**src/rtl/conv_sequencer.sv**
```systemverilog
// Sequencer for the 1-D convolution engine: gates the loader write phase, walks
// the sliding-window read addresses, drives the accumulator and hands out Y[n].
module conv_sequencer #(
    parameter int INPUT_N     = 16,
    parameter int LG_INPUT_N  = 4,
    parameter int FILTER_N    = 8,
    parameter int LG_FILTER_N = 3
) (
    input  logic                   clk,
    input  logic                   reset,
    input  logic                   done_x,
    input  logic                   done_f,
    output logic                   mem_wr_state,
    output logic                   mem_wr_done,
    output logic [LG_INPUT_N-1:0]  rd_addr_x,
    output logic [LG_FILTER_N-1:0] rd_addr_f,
    output logic                   acc_en,
    output logic                   acc_clr,
    output logic                   m_valid_y,
    input  logic                   m_ready_y
);
    localparam int NUM_Y = INPUT_N - FILTER_N + 1;

    localparam logic [1:0] S_LOAD  = 2'd0;
    localparam logic [1:0] S_MAC   = 2'd1;
    localparam logic [1:0] S_DRAIN = 2'd2;
    localparam logic [1:0] S_OUT   = 2'd3;

    localparam logic [LG_INPUT_N-1:0]  N_LAST = LG_INPUT_N'(NUM_Y - 1);
    localparam logic [LG_FILTER_N-1:0] K_LAST = LG_FILTER_N'(FILTER_N - 1);

    logic [1:0]             state, state_nxt;
    logic [LG_INPUT_N-1:0]  n;
    logic [LG_FILTER_N-1:0] k;
    logic                   both_done, out_fire, last_k, last_n;

    assign both_done = done_x & done_f;
    assign out_fire  = (state == S_OUT) & m_ready_y;
    assign last_k    = (k == K_LAST);
    assign last_n    = (n == N_LAST);

    always_comb begin
        state_nxt = state;
        case (state)
            S_LOAD:  if (both_done) state_nxt = S_MAC;
            S_MAC:   if (last_k) state_nxt = S_DRAIN;
            S_DRAIN: state_nxt = S_OUT;
            S_OUT:   if (m_ready_y) state_nxt = last_n ? S_LOAD : S_MAC;
            default: state_nxt = S_LOAD;
        endcase
    end

    // acc_en/acc_clr lag the tap issue by one cycle to line up with memory read latency
    always_ff @(posedge clk or posedge reset) begin
        if (reset) begin
            state   <= S_LOAD;
            n       <= '0;
            k       <= '0;
            acc_en  <= 1'b0;
            acc_clr <= 1'b0;
        end else begin
            state   <= state_nxt;
            acc_en  <= (state == S_MAC);
            acc_clr <= (state == S_MAC) && (k == '0);
            if (state == S_LOAD) begin
                n <= '0;
                k <= '0;
            end
            if (state == S_MAC)
                k <= last_k ? '0 : k + 1'b1;
            if (out_fire)
                n <= last_n ? '0 : n + 1'b1;
        end
    end

    assign rd_addr_x    = n + LG_INPUT_N'(k);
    assign rd_addr_f    = k;
    assign mem_wr_state = (state == S_LOAD);
    assign m_valid_y    = (state == S_OUT);
    assign mem_wr_done  = out_fire & last_n;

endmodule

```
**config.mk**
```make
export PLATFORM = sky130hd
export DESIGN_NAME = conv_sequencer
export DESIGN_NICKNAME = d
export VERILOG_FILES = /design/src/rtl/conv_sequencer.sv
export SDC_FILE = /design/constraint.sdc
export NUM_CORES = 1
export LEC_CHECK = 0
export ABC_AREA = 1
export BUFFER_PORTS_ARGS = -buffer_cell sky130_fd_sc_hd__buf_2
export CAP_MARGIN = 20
export CORE_MARGIN = 2
export CORE_UTILIZATION = 35
export DETAILED_ROUTE_END_ITERATION = 10
export PLACE_DENSITY = 0.62
export SETUP_SLACK_MARGIN = 0.3
export SLEW_MARGIN = 40
export SYNTH_ARGS = -nofsm -noshare
export SYNTH_HDL_FRONTEND = slang
export SYNTH_SLANG_ARGS = --single-unit
```
**constraint.sdc**
```tcl
create_clock -name clk -period 1.45 [get_ports clk]
set_input_delay 0.145 -clock clk [delete_from_list [all_inputs] [get_ports clk]]
set_output_delay 0.145 -clock clk [all_outputs]
set_load 0.05 [all_outputs]
```
==> key figures, run 1 <==
Outcome
  • Outcome: finished with violations
  • Violated checks: negative setup slack

Final layout
  • Synth-to-layout area growth: 81.8%
  • Filler instances: 141
  • Most common cell after layout, fill and taps aside: nand2_1
  • Final net count: 140
  • Most frequent cells in the layout: nand2_1, buf_6, inv_2
  • Share of cells above drive strength 1: 0.678
  • Final Util: 0.686
  • Diode count: 0

Clock network
  • Clock buffer depth: 2
  • Worst skew pair latency: 0.28 ns
  • TritonCTS clock tree: done
  • Clock transition at path regs: 0.08 ns
  • Root buffer cell: clkbuf_4
  • Total CTS buffers: 3
  • CTS Sinks: 11
  • H-tree depth: 1

Global routing
  • GRT Residual Overflow: 0
  • Largest net degree at the start of global routing: 12
  • GRT Resource Usage Total: 0.168
  • Initial antenna violation count: 0
  • First-pass GRT wire length: 3100 um
  • Vias in the first global route: 703

Routing
  • Routed Antenna Nets: 0
  • DR vias/cell: 4.49
  • Starting DRT DRC Count: 8
  • DRC errors left: 0
  • Drt first pass iters: 4
  • Post-Route WL: 1840 um
  • Wirelength per Cell: 12.4 um
  • DR vias: 665

Floorplanning
  • # IOs: 17
  • Die span in x: 50.2 um
  • Cell Rows: 16
  • Initial Util: 0.378
  • Core area: 1980 um2
  • Die area: 2520 um2
  • Die Ht: 50.2 um

Placement
  • Post-DP HPWL: 1230 um
  • Port buffer count: 16
  • GPL Wtd Cong: 0.730

STA
  • Final Hold Fails: 0
  • Worst-Margin Slew: 0.452 ns
  • Max Clock Freq: 0.550 GHz
  • Max Clock Skew: 0.00427 ns
  • Fin Hold WS: 0.263 ns
  • Final WS setup: -0.369 ns
  • Unrepaired setup endpoints after global routing: yes
  • Clock period minus final worst setup slack: 1.82 ns
  • Slew Viols, Final: 0
  • Slew margin rel.: 0.698
  • Final period util: 1.25
  • Final setup fails: 10

Synth
  • Syn Std Cell Area: 748 um2
  • Post-synth cell types: 21
  • Syn avg cell area: 9.01 um2
  • Register area share after synthesis: 0.368
  • Synth Instances: 83
  • Synth warn: 0
  • Synthesized Nets: 101
  • #FFs+latches synth: 11

Pwr
  • Leakage Power: 0.625 nW
  • PnR Total Power: 0.00320 W
  • PD cells: 2350 nW/um2
  • Peak supply drop: 1720 uV

Setup path
  • Critical Path Fanout Max: 2
  • Critical path data arrival time: 1.67 ns
  • CP cell instances: ha_4 -> inv_2 -> fa_2 -> clkinvlp_4 -> buf_8
  • Startpoint Class: flop
  • Required @ worst endpoint: 1.31 ns
  • CP Capture Type: output pin
  • CP peak stage delay: 0.50 ns
  • Critical setup path kind: flop to output pin
  • Worst path slowest cell: dfrtp_4

Job
  • Number of max-cap violations: 0

Min path
  • Hold crit path type: input port to flop
-- flip-flops by register name (all words and copies together), names as in the netlist --
register	flops
acc_en	1
acc_clr	1
state	2
rd_addr_f	3
n	4
-- synth_stat cells --
cell     instances  area, um2
nor2_4           1       11.3
a21oi_1          1       5.00
inv_2            2       7.51
nand2_2          4       25.0
nor2_1           3       11.3
a32o_2           1       11.3
o21ai_0          1       5.00
nand2_1         17       63.8
xor2_1           1       8.76
a21oi_4          1       16.3
nand3_2          1       10.0
xnor2_1          2       17.5
ha_1            12        150
nand3_1          2       10.0
nor2_2           2       12.5
o21ai_1          4       20.0
o22ai_1          1       6.26
inv_1           14       52.6
fa_1             1       20.0
dfrtp_1         11        275
a22o_1           1       8.76
-- critical path: cells and delay by family (launching register included) --
| family | cells | cell delay, ns |
|---|---|---|
| flip-flops | 1 | 0.50 |
| adder cells (fa/ha/maj) | 2 | 0.61 |
| buffers and inverters | 3 | 0.28 |
-- kinds of logic (layout without fill, tap and decap cells) --
logic type / after synthesis / in the layout / synth area share
AND/OR/NAND/NOR: 30 / 30 / 0.192
XOR/XNOR: 3 / 3 / 0.0351
buffers and inverters: 16 / 54 / 0.0803
adder cells (fa/ha/maj): 13 / 13 / 0.227
flip-flops: 11 / 11 / 0.368
AO/OA/AOI/OAI: 10 / 10 / 0.0970
-- metrics by stage --
stage / setup TNS [ns] / instances / area [um2] / setup WS (ns)
after floorplan: -0.515 / 83 / 913 / -0.203
after global placement: -0.156 / 135 / 1090 / -0.114
after detailed placement: -0.208 / 135 / 1090 / -0.146
after CTS: -1.09 / 145 / 1280 / -0.362
after global routing: -2.13 / 148 / 1360 / -0.412
final: -1.58 / 148 / 1360 / -0.369
-- routing by layer --
layer	wire length [um]	global-route usage
met1	756	0.193
met2	995	0.305
met3	40	0.0179
met4	47	0.0833
met5	0	0
-- area by class of cell --
type,instances,area (um2),area share
clock buffers,4,26.3,0.0193
inverters,16,66.3,0.0488
multi-input cells,56,598,0.440
flip-flops and latches,11,284,0.209
well taps,27,33.8,0.0248
repair buffers,34,352,0.259
-- timing repair --
| item | CTS | global route |
|---|---|---|
| gates cloned | 0 | 0 |
| buffers inserted | 5 | 3 |
| setup endpoints to repair | 18 | 20 |
| pin swaps | 3 | 4 |
| hold endpoints to repair | 11 | 0 |
| hold buffers | 1 | 0 |
| gates resized for setup | 34 | 14 |
-- power breakdown --
group | internal (W) | total [W] | switching, W
Combinational | 0.00109 | 0.00241 | 0.00132
Sequential | 0.000435 | 0.000555 | 0.000120
Clock | 0.000107 | 0.000229 | 0.000122
-- final timing paths --
kind | endpoint | depth (start not counted) | slack, ns | start
setup / recovery | rd_addr_x[1] | 5 | -0.37 | rd_addr_f[0]
hold / removal | state[1] | 4 | 0.26 | done_f
setup reg to reg | state[1] | 11 | -0.21 | rd_addr_f[0]
hold reg to reg | state[0] | 2 | 0.61 | state[0]
max in group asynchronous | rd_addr_f[0] | 3 | 0.70 | reset
min in group asynchronous | acc_en | 3 | 0.40 | reset
Power figures use the tool's default switching activity.
==> run 2, diff against run 1 <==
==> constraint.sdc (replaced) <==
create_clock -name clk -period 1.45 [get_ports clk]
set_input_delay 0.145 -clock clk [delete_from_list [all_inputs] [get_ports clk]]
set_output_delay 0.145 -clock clk [all_outputs]
set_load 0.1 [all_outputs]
==> key figures, run 2 (synthesis results as in run 1) <==
Final layout
  • Diode count: 0 (unchanged)
  • Register area: 289 um2 (was 284 um2)
  • Final net count: 139 (was 140)
  • Footprint of the multi-input gates: 591 um2 (was 598 um2)
  • Largest register FFs: 4 (unchanged)
  • Most common cell after layout, fill and taps aside: nand2_1 (unchanged)
  • Top reg by flops: n (unchanged)
  • Final instance area: 1410 um2 (was 1360 um2)
  • Most frequent cells in the layout: nand2_1, buf_12, buf_4, buf_6, inv_2 (was nand2_1, buf_6, inv_2)
  • Synth-to-layout area growth: 89.0% (was 81.8%)
  • Share of cells above drive strength 1: 0.667 (was 0.678)
  • Filler instances: 127 (was 141)

Min path
  • Hold crit path type: input port to flop (unchanged)

Routing
  • Post-Route WL: 1930 um (was 1840 um)
  • Metal-1 WL: 755 um (was 756 um)
  • DRC errors left: 0 (unchanged)
  • Met2 Wirelength: 1050 um (was 995 um)
  • Routed length on met3: 69 um (was 40 um)
  • DR vias/cell: 4.66 (was 4.49)
  • Wirelength per Cell: 13.1 um (was 12.4 um)
  • Starting DRT DRC Count: 5 (was 8)
  • Top layer in use: met4 (unchanged)
  • Routed Antenna Nets: 0 (unchanged)
  • Drt first pass iters: 5 (was 4)
  • DR vias: 685 (was 665)

Global routing
  • Largest net degree at the start of global routing: 12 (unchanged)
  • First-pass GRT wire length: 3020 um (was 3100 um)
  • Initial antenna violation count: 0 (unchanged)
  • Vias in the first global route: 676 (was 703)
  • GRT Residual Overflow: 0 (unchanged)
  • GRT Resource Usage Total: 0.162 (was 0.168)

STA
  • Max Clock Skew: 0.0110 ns (was 0.00427 ns)
  • Clock period minus final worst setup slack: 1.83 ns (was 1.82 ns)
  • Final Hold Fails: 0 (unchanged)
  • Final WS setup: -0.377 ns (was -0.369 ns)
  • Max Clock Freq: 0.547 GHz (was 0.550 GHz)
  • Final setup fails: 10 (unchanged)
  • Unrepaired setup endpoints after global routing: yes (unchanged)
  • Setup_tns: -1.83 ns (was -1.58 ns)
  • Worst-Margin Slew: 0.435 ns (was 0.452 ns)
  • Slew margin rel.: 0.710 (was 0.698)
  • Slew Viols, Final: 0 (unchanged)
  • Final period util: 1.26 (was 1.25)

Setup path
  • R2R depth: 11 (unchanged)
  • Critical path data arrival time: 1.68 ns (was 1.67 ns)
  • Startpoint Class: flop (unchanged)
  • Critical Path End: rd_addr_x[1] (unchanged)
  • CP Capture Type: output pin (unchanged)
  • Reg2reg setup slack: -0.18 ns (was -0.21 ns)
  • Critical setup path kind: flop to output pin (unchanged)
  • Reg2reg start: rd_addr_f[0] (unchanged)
  • Critical Path Fanout Max: 2 (unchanged)
  • Required @ worst endpoint: 1.31 ns (about the same)
  • Crit Reg-Reg Endpoint: state[1] (unchanged)
  • Crit. Startpoint: rd_addr_f[0] (unchanged)

Floorplanning
  • Die Ht: 50.2 um (unchanged)
  • Die area: 2520 um2 (unchanged)
  • Cell Rows: 16 (unchanged)
  • Initial Util: 0.378 (unchanged)
  • # IOs: 17 (unchanged)
  • Core area: 1980 um2 (unchanged)
  • Die span in x: 50.2 um (unchanged)

Placement
  • Dpl cell area: 1170 um2 (was 1090 um2)
  • GPL Wtd Cong: 0.710 (was 0.730)
  • Post-DP HPWL: 1280 um (was 1230 um)
  • Port buffer count: 16 (unchanged)

Clock network
  • Total CTS buffers: 3 (unchanged)
  • TritonCTS clock tree: done (unchanged)
  • CTS Sinks: 11 (unchanged)
  • Worst skew pair latency: 0.28 ns (about the same)
  • Root buffer cell: clkbuf_4 (unchanged)
  • H-tree depth: 1 (unchanged)
  • Clock transition at path regs: 0.08 ns (about the same)
  • Clock buffer depth: 2 (unchanged)

Job
  • Number of max-cap violations: 0 (unchanged)

Outcome
  • Outcome: finished with violations (unchanged)
  • Violated checks: negative setup slack (unchanged)
==> run 2: worst min path at each step <==
stage,start,endpoint,slack [ns],cells after the start
floorplan,reset,acc_clr,-0.003,1
global placement,reset,state[1],0.16,2
detailed placement,reset,state[1],0.16,2
CTS,done_f,state[1],0.26,4
global route,m_ready_y,n[1],0.27,4
finish,done_f,state[1],0.26,4
==> run 2: worst max-delay path, cell delays in order, from the launching register on <==
cell	delay, ns
dfrtp_4	0.49
ha_4	0.17
inv_2	0.05
fa_2	0.44
clkinvlp_4	0.10
buf_12	0.16
==> run 2: metrics by stage <==
step / worst slack [ns] / instances / hold WS [ns] / util
floorplan: -0.527 / 83 / -0.00257 / -
global placement: -0.0572 / 134 / 0.157 / 0.589
detailed placement: -0.0760 / 134 / 0.158 / 0.589
CTS: -0.379 / 142 / 0.264 / 0.662
global route: -0.420 / 147 / 0.267 / 0.713
finish: -0.377 / 147 / 0.257 / 0.713
==> run 2: layer usage <==
metal / track usage / vias up
met3: 0.0417 / 6
met5: 0 / -
met4: 0.0556 / 0
met2: 0.298 / 17
met1: 0.177 / 327
li1: - / 335
==> run 2: repair_timing <==
item | CTS | global route
buffers inserted | 3 | 5
cloned | 0 | 0
hold buffers | 1 | 0
pin swaps | 5 | 7
hold endpoints to repair | 11 | 0
resized for setup | 26 | 13
endpoints found under the setup margin | 21 | 19
==> run 2: area by class of cell <==
type                            count  area share
Clock buffer                        3      0.0159
Clock inverter                      1     0.00354
Inverter                           16      0.0522
Multi-Input combinational cell     56       0.418
Sequential cell                    11       0.204
Tap cell                           27      0.0239
Timing Repair Buffer               33       0.282
Power of run 2 is not shown: default switching activity piles up to over one toggle a cycle in this logic, so the estimate is an artifact.
